===== config.mk =====
export PLATFORM = sky130hd
export DESIGN_NAME = ram_arbiter
export DESIGN_NICKNAME = d
export VERILOG_FILES = /design/src/rtl/ram_arbiter.sv
export SDC_FILE = /design/constraint.sdc
export NUM_CORES = 1
export LEC_CHECK = 0
export ABC_AREA = 1
export BUFFER_PORTS_ARGS = -buffer_cell sky130_fd_sc_hd__clkbuf_2
export CAP_MARGIN = 10
export CELL_PAD_IN_SITES_DETAIL_PLACEMENT = 0
export CELL_PAD_IN_SITES_GLOBAL_PLACEMENT = 1
export CORE_MARGIN = 2
export CORE_UTILIZATION = 20
export DETAILED_ROUTE_END_ITERATION = 7
export PLACE_DENSITY_LB_ADDON = 0.12
export SKIP_CTS_REPAIR_TIMING = 1
export SLEW_MARGIN = 20
export SYNTH_ARGS = -nofsm -noshare
export SYNTH_HDL_FRONTEND = slang
export SYNTH_SLANG_ARGS = --single-unit

===== constraint.sdc =====
create_clock -name clk -period 1.7 [get_ports clk]
set_clock_uncertainty 0.15 [all_clocks]
set_input_delay 0.255 -clock clk [delete_from_list [all_inputs] [get_ports clk]]
set_output_delay 0.255 -clock clk [all_outputs]
set_load 0.02 [all_outputs]

===== src/rtl/ram_arbiter.sv =====
// Round-robin, burst-limited arbiter sharing the single-ported program/data RAM
// between the CPU controller (requester 0) and the loader/DMA path (requester 1).
module ram_arbiter #(
  parameter int AW        = 12,
  parameter int DW        = 16,
  parameter int MAX_BURST = 8
) (
  input  logic          clk,
  input  logic          reset,
  input  logic          req0,
  input  logic          req1,
  input  logic          we0,
  input  logic          we1,
  input  logic [AW-1:0] addr0,
  input  logic [AW-1:0] addr1,
  input  logic [DW-1:0] wdata0,
  input  logic [DW-1:0] wdata1,
  output logic          gnt0,
  output logic          gnt1,
  output logic          rvalid0,
  output logic          rvalid1,
  output logic [DW-1:0] rdata0,
  output logic [DW-1:0] rdata1,
  output logic [AW-1:0] ram_addr,
  output logic          ram_we,
  output logic [DW-1:0] ram_wdata,
  input  logic [DW-1:0] ram_rdata,
  output logic [1:0]    owner
);

  localparam int CW = $clog2(MAX_BURST + 1);
  localparam logic [CW-1:0] CNT_LAST = CW'(MAX_BURST);

  // Encodings double as the owner code.
  typedef enum logic [1:0] {
    IDLE = 2'b00,
    OWN0 = 2'b01,
    OWN1 = 2'b10
  } state_t;

  state_t        state, state_next;
  logic          rr, rr_next;
  logic [CW-1:0] cnt, cnt_next;
  logic [CW-1:0] cnt_inc;

  always_ff @(posedge clk or negedge reset) begin
    if (!reset) begin
      state <= IDLE;
      rr    <= 1'b0;
      cnt   <= '0;
    end else begin
      state <= state_next;
      rr    <= rr_next;
      cnt   <= cnt_next;
    end
  end

  // rr names the side favoured the next time both request from IDLE.
  always_comb begin
    state_next = state;
    rr_next    = rr;
    cnt_next   = cnt;
    cnt_inc    = cnt + CW'(1);
    case (state)
      IDLE: begin
        cnt_next = '0;
        if (req0 && (!req1 || !rr)) begin
          state_next = OWN0;
          rr_next    = 1'b1;
        end else if (req1) begin
          state_next = OWN1;
          rr_next    = 1'b0;
        end
      end
      OWN0: begin
        if (!req0) begin
          state_next = req1 ? OWN1 : IDLE;
          cnt_next   = '0;
        end else if (cnt_inc == CNT_LAST) begin
          cnt_next = '0;
          if (req1) begin
            state_next = OWN1;
            rr_next    = 1'b1;
          end
        end else begin
          cnt_next = cnt_inc;
        end
      end
      OWN1: begin
        if (!req1) begin
          state_next = req0 ? OWN0 : IDLE;
          cnt_next   = '0;
        end else if (cnt_inc == CNT_LAST) begin
          cnt_next = '0;
          if (req0) begin
            state_next = OWN0;
            rr_next    = 1'b0;
          end
        end else begin
          cnt_next = cnt_inc;
        end
      end
      default: begin
        state_next = IDLE;
        cnt_next   = '0;
      end
    endcase
  end

  assign gnt0  = (state == OWN0) && req0;
  assign gnt1  = (state == OWN1) && req1;
  assign owner = state;

  // The RAM port is held at zero whenever nobody has a beat accepted.
  always_comb begin
    ram_addr  = '0;
    ram_we    = 1'b0;
    ram_wdata = '0;
    if (gnt0) begin
      ram_addr  = addr0;
      ram_we    = we0;
      ram_wdata = wdata0;
    end else if (gnt1) begin
      ram_addr  = addr1;
      ram_we    = we1;
      ram_wdata = wdata1;
    end
  end

  always_ff @(posedge clk or negedge reset) begin
    if (!reset) begin
      rvalid0 <= 1'b0;
      rvalid1 <= 1'b0;
    end else begin
      rvalid0 <= gnt0 && !we0;
      rvalid1 <= gnt1 && !we1;
    end
  end

  assign rdata0 = ram_rdata;
  assign rdata1 = ram_rdata;

endmodule


==> metrics.txt, run 1 <==
initial antenna violation count 0; Post-Synthesis Cells between 150 and 200; Yosys reg bits 9; post-synthesis cell type count 23; clk_lat worst skew between 0.2 and 0.25 ns; H-Tree Depth 1; clk sink count 9; clk slew on worst S/H paths about 0.040 ns; DRC 0; clk buf depth 2; switching fraction of total power 45.4%; Final GP Congestion roughly 0.73; Die X 84 um; max frequency 0.527 GHz; CTS Root Buffer Type clkbuf_8; crit path max fanout 6; Crit path max-delay family buffers and inverters; Placement Rows 29; Seq pwr share between 10% and 20%; combinational share of power around four fifths; synthesized area roughly 1300 um2; pin count of the biggest net entering global routing 25; Slew HR 83.9%; antenna-violating nets left 0; RSZ-0062 raised after global routing true; Final TNS setup -5.08 ns; outcome finished with violations; Seq/Total Area, Yosys ~18%; syn nets around 280; maxcap violations 0; DR WL/cell between 10 and 15 um; Int Pwr about 1.4 mW; violated checks negative setup slack; vias in the first global route around 1,400; slowest CP cell dfrtp_2; global-route wire length before repair about 6600 um; Worst-Margin Slew between 0.2 and 0.25 ns; HP Class in2reg; layout cell share with drive strength beyond 1 a little over two thirds; Routed WL ~4800 um; PwrDens approximately 1100 nW/um2; Hold Vio Cnt, Final 0; num ports between 100 and 150; Max IR drop VDD between 0.3 and 0.4 mV; hpwl dp between 3000 and 4000 um; grt total ovfl 0; worst path bufs/invs 4; core area between 6000 and 7000 um2; endpoint class of the critical path primary output; Slew Limit Fails 0; vias per cell around 4.2; area delta synth->final 86.3%; nets 368; CP required ~1.3 ns; Clock power frac under 10%; # setup viols final 31; cts bufs inserted 3; CTS tree yes; Leak approximately 1.3 nW; Startpoint Class flip-flop; Tot Pwr 2.62 mW; die height about 84 um; GRT Util Overall 11.2%; initial core utilization between 20% and 30%; setup ws final -0.198 ns; synth warn 0; switching pwr between 1 and 1.5 mW; antenna fix cells 0; crit path cell chain inv_2 > ha_4 > nand2_4 > clkinv_8 > clkbuf_16 > nand3_1 > nand2_1 > buf_6; drt pass-1 iters 2; crit share post-route 112%; CP Class reg2out; Starting DRT DRC Count 38; Buffers on Ports between 90 and 100; crit-path max cell delay ~0.41 ns; min Tclk post-route 1.90 ns; CP arrival approximately 1.5 ns; Avg Cell Area, Syn 6.46 um2; Die Footprint 7060 um2; vias approximately 1,500
[worst register-to-register path: cells and delay by family (launching register included)]
family,cells,cell delay [ns]
buffers and inverters,3,0.31
adder cells (fa/ha/maj),1,0.17
AND/OR/NAND/NOR,5,0.49
flip-flops,1,0.41
[cells in the mapped netlist, drive strengths merged]
cell type   n  area [um2]
buf        41         322
nand3      34         220
dfrtp       9         225
a21oi       2        10.0
ha          5        62.6
a31oi       1        6.26
nand2      77         294
o211ai      1        7.51
or2         1        6.26
o21ai       5        25.0
nor3b       1        12.5
nor2        7        26.3
nand4       1        6.26
inv        11        41.3
o21bai      1        7.51
a21boi      1        7.51
[cells in the final DEF (no fill, tap or decap), types with 2 or more instances in the layout]
master	netlist	routed
inv_2	3	3
ha_1	5	3
dfrtp_2	0	2
nand2_4	0	8
o21ai_0	2	2
a21oi_1	2	2
nand2_2	2	31
buf_6	3	28
nor2_1	7	5
nand3_2	10	20
nand3_1	24	14
inv_1	8	6
clkinv_8	0	2
buf_12	1	4
nand2_1	75	37
buf_4	33	19
o21ai_1	3	3
clkbuf_2	0	65
ha_4	0	2
clkbuf_8	0	3
dfrtp_1	9	7
clkbuf_16	0	6
[logic make-up (layout without fill, tap and decap cells)]
logic type / after synthesis / after routing / share of synthesized area (%)
buffers and inverters: 52 / 138 / 28.3
flip-flops: 9 / 9 / 17.6
AO/OA/AOI/OAI: 11 / 11 / 4.99
adder cells (fa/ha/maj): 5 / 5 / 4.89
AND/OR/NAND/NOR: 121 / 121 / 44.2
[state kept, by name (all words and copies together), names as in the netlist]
name     flops
cnt          4
rvalid1      1
rr           1
owner        2
rvalid0      1
[cell type report]
cell class	count	area [um2]
fillers	669	3890
repair buffers	123	1020
multi-input cells	137	926
flip-flops and latches	9	228
well taps	77	96.3
inverters	11	66.3
clock buffers	4	45.0
[power groups by stage]
stage               clock network, mW  logic [mW]  registers, mW
floorplan                           0       0.987          0.346
global placement                    0        1.48          0.313
detailed placement                  0        1.47          0.314
CTS                             0.254        1.47          0.311
global route                    0.276        2.22          0.322
finish                          0.244        2.06          0.318
[path summary, 6_finish.rpt]
check	slack [ns]	from	end	depth (start not counted)
worst max-delay path	-0.20	owner[0]$_DFFE_PN0P_	ram_addr[7]	8
worst min-delay path	0.06	we0	rvalid0$_DFF_PN0_	2
worst max register to register	0.06	owner[0]$_DFFE_PN0P_	rr$_DFFE_PN0P_	9
worst min register to register	0.34	rr$_DFFE_PN0P_	rr$_DFFE_PN0P_	2
max in group asynchronous	0.91	reset	owner[1]$_DFFE_PN0P_	2
min in group asynchronous	0.27	reset	rr$_DFFE_PN0P_	2
[through the flow]
step	util, %	instances	hold WS, ns	instance area [um2]	setup slack [ns]
global placement	27.9	346	-0.0122	1750	-0.0244
global route	38.0	361	0.0522	2380	-0.263
CTS	28.6	350	-0.264	1800	-0.310
detailed placement	27.9	346	-0.0182	1750	-0.0513
floorplan	-	198	-0.191	1330	-0.0303
finish	38.0	361	0.0594	2380	-0.198
[per-layer routing]
| layer | part of all wire, % | vias to the layer above | GRT usage, % |
|---|---|---|---|
| li1 | - | 773 | - |
| met1 | 39 | 681 | 13.9 |
| met2 | 53 | 62 | 19.9 |
| met3 | 6.3 | 7 | 1.78 |
| met4 | 1.1 | 0 | 3.37 |
| met5 | 0 | - | 0 |
Note: power is estimated with default switching activity, not from simulation.
==> run 2: changes to the inputs <==
--- a/config.mk
+++ b/config.mk
@@ -19,3 +19,4 @@
 export SYNTH_ARGS = -nofsm -noshare
 export SYNTH_HDL_FRONTEND = slang
 export SYNTH_SLANG_ARGS = --single-unit
+export TNS_END_PERCENT = 5
==> run 2 against run 1 <==
Net effect:
- the flow still finishes with violations (negative setup slack)
- sequential share of layout area increased by 1.2 points
- final area fell by 11%
- routed wire length down 15%
- fmax is 2.2% lower
- critical path type unchanged
==> metrics.txt, run 2 (synthesized netlist as in run 1, its figures left out) <==
outcome finished with violations; violated checks negative setup slack; H-Tree Depth 1 (unchanged); combinational share of power 76.1% (-2.5 points); nets 373 (+1.4%); Slew Limit Fails 0 (unchanged); switching fraction of total power 45.3% (-0.088 points); Placement Rows 29 (unchanged); Worst R2R Path Depth 9 (unchanged); Slew HR 84.4% (+0.53 points); hpwl dp 3330 um (-0.44%); Buffers on Ports 96 (unchanged); Routed WL 4120 um (-15%); crit-path max cell delay 0.43 ns (+0.02 ns); metal3 WL 373 um (+22%); Hold Vio Cnt, Final 0 (unchanged); area of placed instances 1760 um2 (+0.14%); slowest CP cell dfrtp_2; Worst Hold Path Cells 2 (unchanged); r2r setup slk 0.10 ns (+0.04 ns); DR top layer met4; DRC 0 (unchanged); placed cells 351 (+1.4%); Leak 1.20 nW (-6.7%); switching pwr 1.07 mW (-10%); min Tclk post-route 1.94 ns (+0.0430 ns); post-layout instance area 2110 um2 (-11%); worst path bufs/invs 4 (unchanged); vias per cell 4.19 (-0.65%); CTS Root Buffer Type clkbuf_8; global-route wire length before repair 6420 um (-3.2%); setup ws final -0.241 ns (-0.0430 ns); pre-CTS setup slack -0.0334 ns (+0.0179 ns); CP required 1.29 ns (about the same); antenna fix cells 0 (unchanged); num ports 145 (unchanged); most common cell after layout, fill and taps aside clkbuf_2; clk buf depth 2 (unchanged); Worst-Margin Slew 0.233 ns (-0.00802 ns); max reg flops 4 (unchanged); Final GP Congestion 0.715 (-1.5%); antenna-violating nets left 0 (unchanged); Int Pwr 1.29 mW (-10%); Worst path most repeated cell buf_12; crit path cell chain inv_2 > ha_4 > nand2_8 > buf_12 > buf_12 > nand3_1 > nand2_1 > buf_2; initial core utilization 20.4% (unchanged); hold endpoint rvalid0$_DFF_PN0_; pin count of the biggest net entering global routing 17 (-32%); RSZ-0062 raised after global routing true; core area 6280 um2 (unchanged); Final TNS setup -5.72 ns (-0.639 ns); vias 1,534 (+0.72%); Seq pwr share 13.2% (+1.1 points); Largest Register cnt; initial antenna violation count 0 (unchanged); crit path max fanout 9 (+3); Die Footprint 7060 um2 (unchanged); crit share post-route 114% (+2.5 points); GRT Util Overall 10.9% (-0.31 points); DR WL/cell 11.3 um (-16%); Die X 84 um (unchanged); commonest non-fill, non-tap cells in the layout clkbuf_2 (68), nand2_1 (67), buf_4 (36), nand3_1 (18), nand3_2 (16); Max IR drop VDD 0.412 mV (+17%); Fill cells 701 (+4.8%); final std cells w/o fill 366 (+1.4%); maxcap violations 0 (unchanged); Clock power frac 10.7% (+1.4 points); max frequency 0.515 GHz (-2.2%); Crit path max-delay family buffers and inverters; clk_lat worst skew 0.23 ns (about the same); CP Class reg2out; CP arrival 1.54 ns (+0.05 ns); area delta synth->final 64.9%; metal2 WL 1960 um (-24%); vias in the first global route 1,411 (-0.63%); clk sink count 9 (unchanged); worst hold slack 0.0476 ns (-0.0118 ns); Worst R2R Start owner[1]$_DFFE_PN0P_; die height 84 um (unchanged); CTS tree yes; clk slew on worst S/H paths 0.05 ns (about the same); PwrDens 1120 nW/um2 (+1.5%); Startpoint Class flip-flop; # setup viols final 31 (unchanged); RR Endpoint owner[0]$_DFFE_PN0P_; layout cell share with drive strength beyond 1 58.1% (-12 points); grt total ovfl 0 (unchanged); drt pass-1 iters 4 (+2); endpoint class of the critical path primary output; HP Class in2reg; cts bufs inserted 3 (unchanged); hold_sp we0; Starting DRT DRC Count 26 (-32%); met1 wire length 1700 um (-10%)
-- run 2: cell count changes in the layout (fill, tap and decap cells not counted), moves of 5 or more --
| cell | delta |
|---|---|
| nand2_1 | +30 |
| buf_2 | +5 |
| buf_4 | +17 |
| buf_6 | -15 |
| nand2_4 | -7 |
| nand2_2 | -23 |
-- run 2: worst max-delay path by stage --
stage                                    start            end  slack [ns]  depth (start not counted)
after floorplan           owner[0]$_DFFE_PN0P_  ram_wdata[10]       -0.04                          8
after global placement    owner[0]$_DFFE_PN0P_    ram_addr[2]       -0.02                          8
after detailed placement  owner[0]$_DFFE_PN0P_    ram_addr[2]       -0.03                          8
after CTS                 owner[0]$_DFFE_PN0P_         ram_we       -0.30                          7
after global routing      owner[1]$_DFFE_PN0P_   ram_addr[10]       -0.31                          8
final                     owner[1]$_DFFE_PN0P_    ram_addr[5]       -0.24                          8
-- run 2: cell type report --
cell class	count	area, um2	share of cell area [%]
timing repair buffer	128	902	42.7
multi-input combinational	137	788	37.3
sequential	9	228	10.8
tap	77	96.3	4.56
inverter	11	51.3	2.43
clock buffer	4	45.0	2.13
-- run 2: per-stage QoR --
stage	util, %	power (mW)
floorplan	-	1.32
global placement	28.0	1.80
detailed placement	28.0	1.78
CTS	28.7	2.05
global route	33.6	2.57
finish	33.6	2.36
-- run 2: layer usage --
layer	GRT usage [%]	up-vias
met1	12.3	659
met5	0	-
li1	-	783
met3	3.26	26
met2	19.5	66
met4	3.67	0
-- run 2: power groups by stage --
stage	sequential, mW	clock (mW)	combinational (mW)
final	0.312	0.252	1.79
after global routing	0.318	0.274	1.97
after CTS	0.308	0.261	1.48
after detailed placement	0.309	0	1.47
after global placement	0.309	0	1.50
after floorplan	0.346	0	0.970
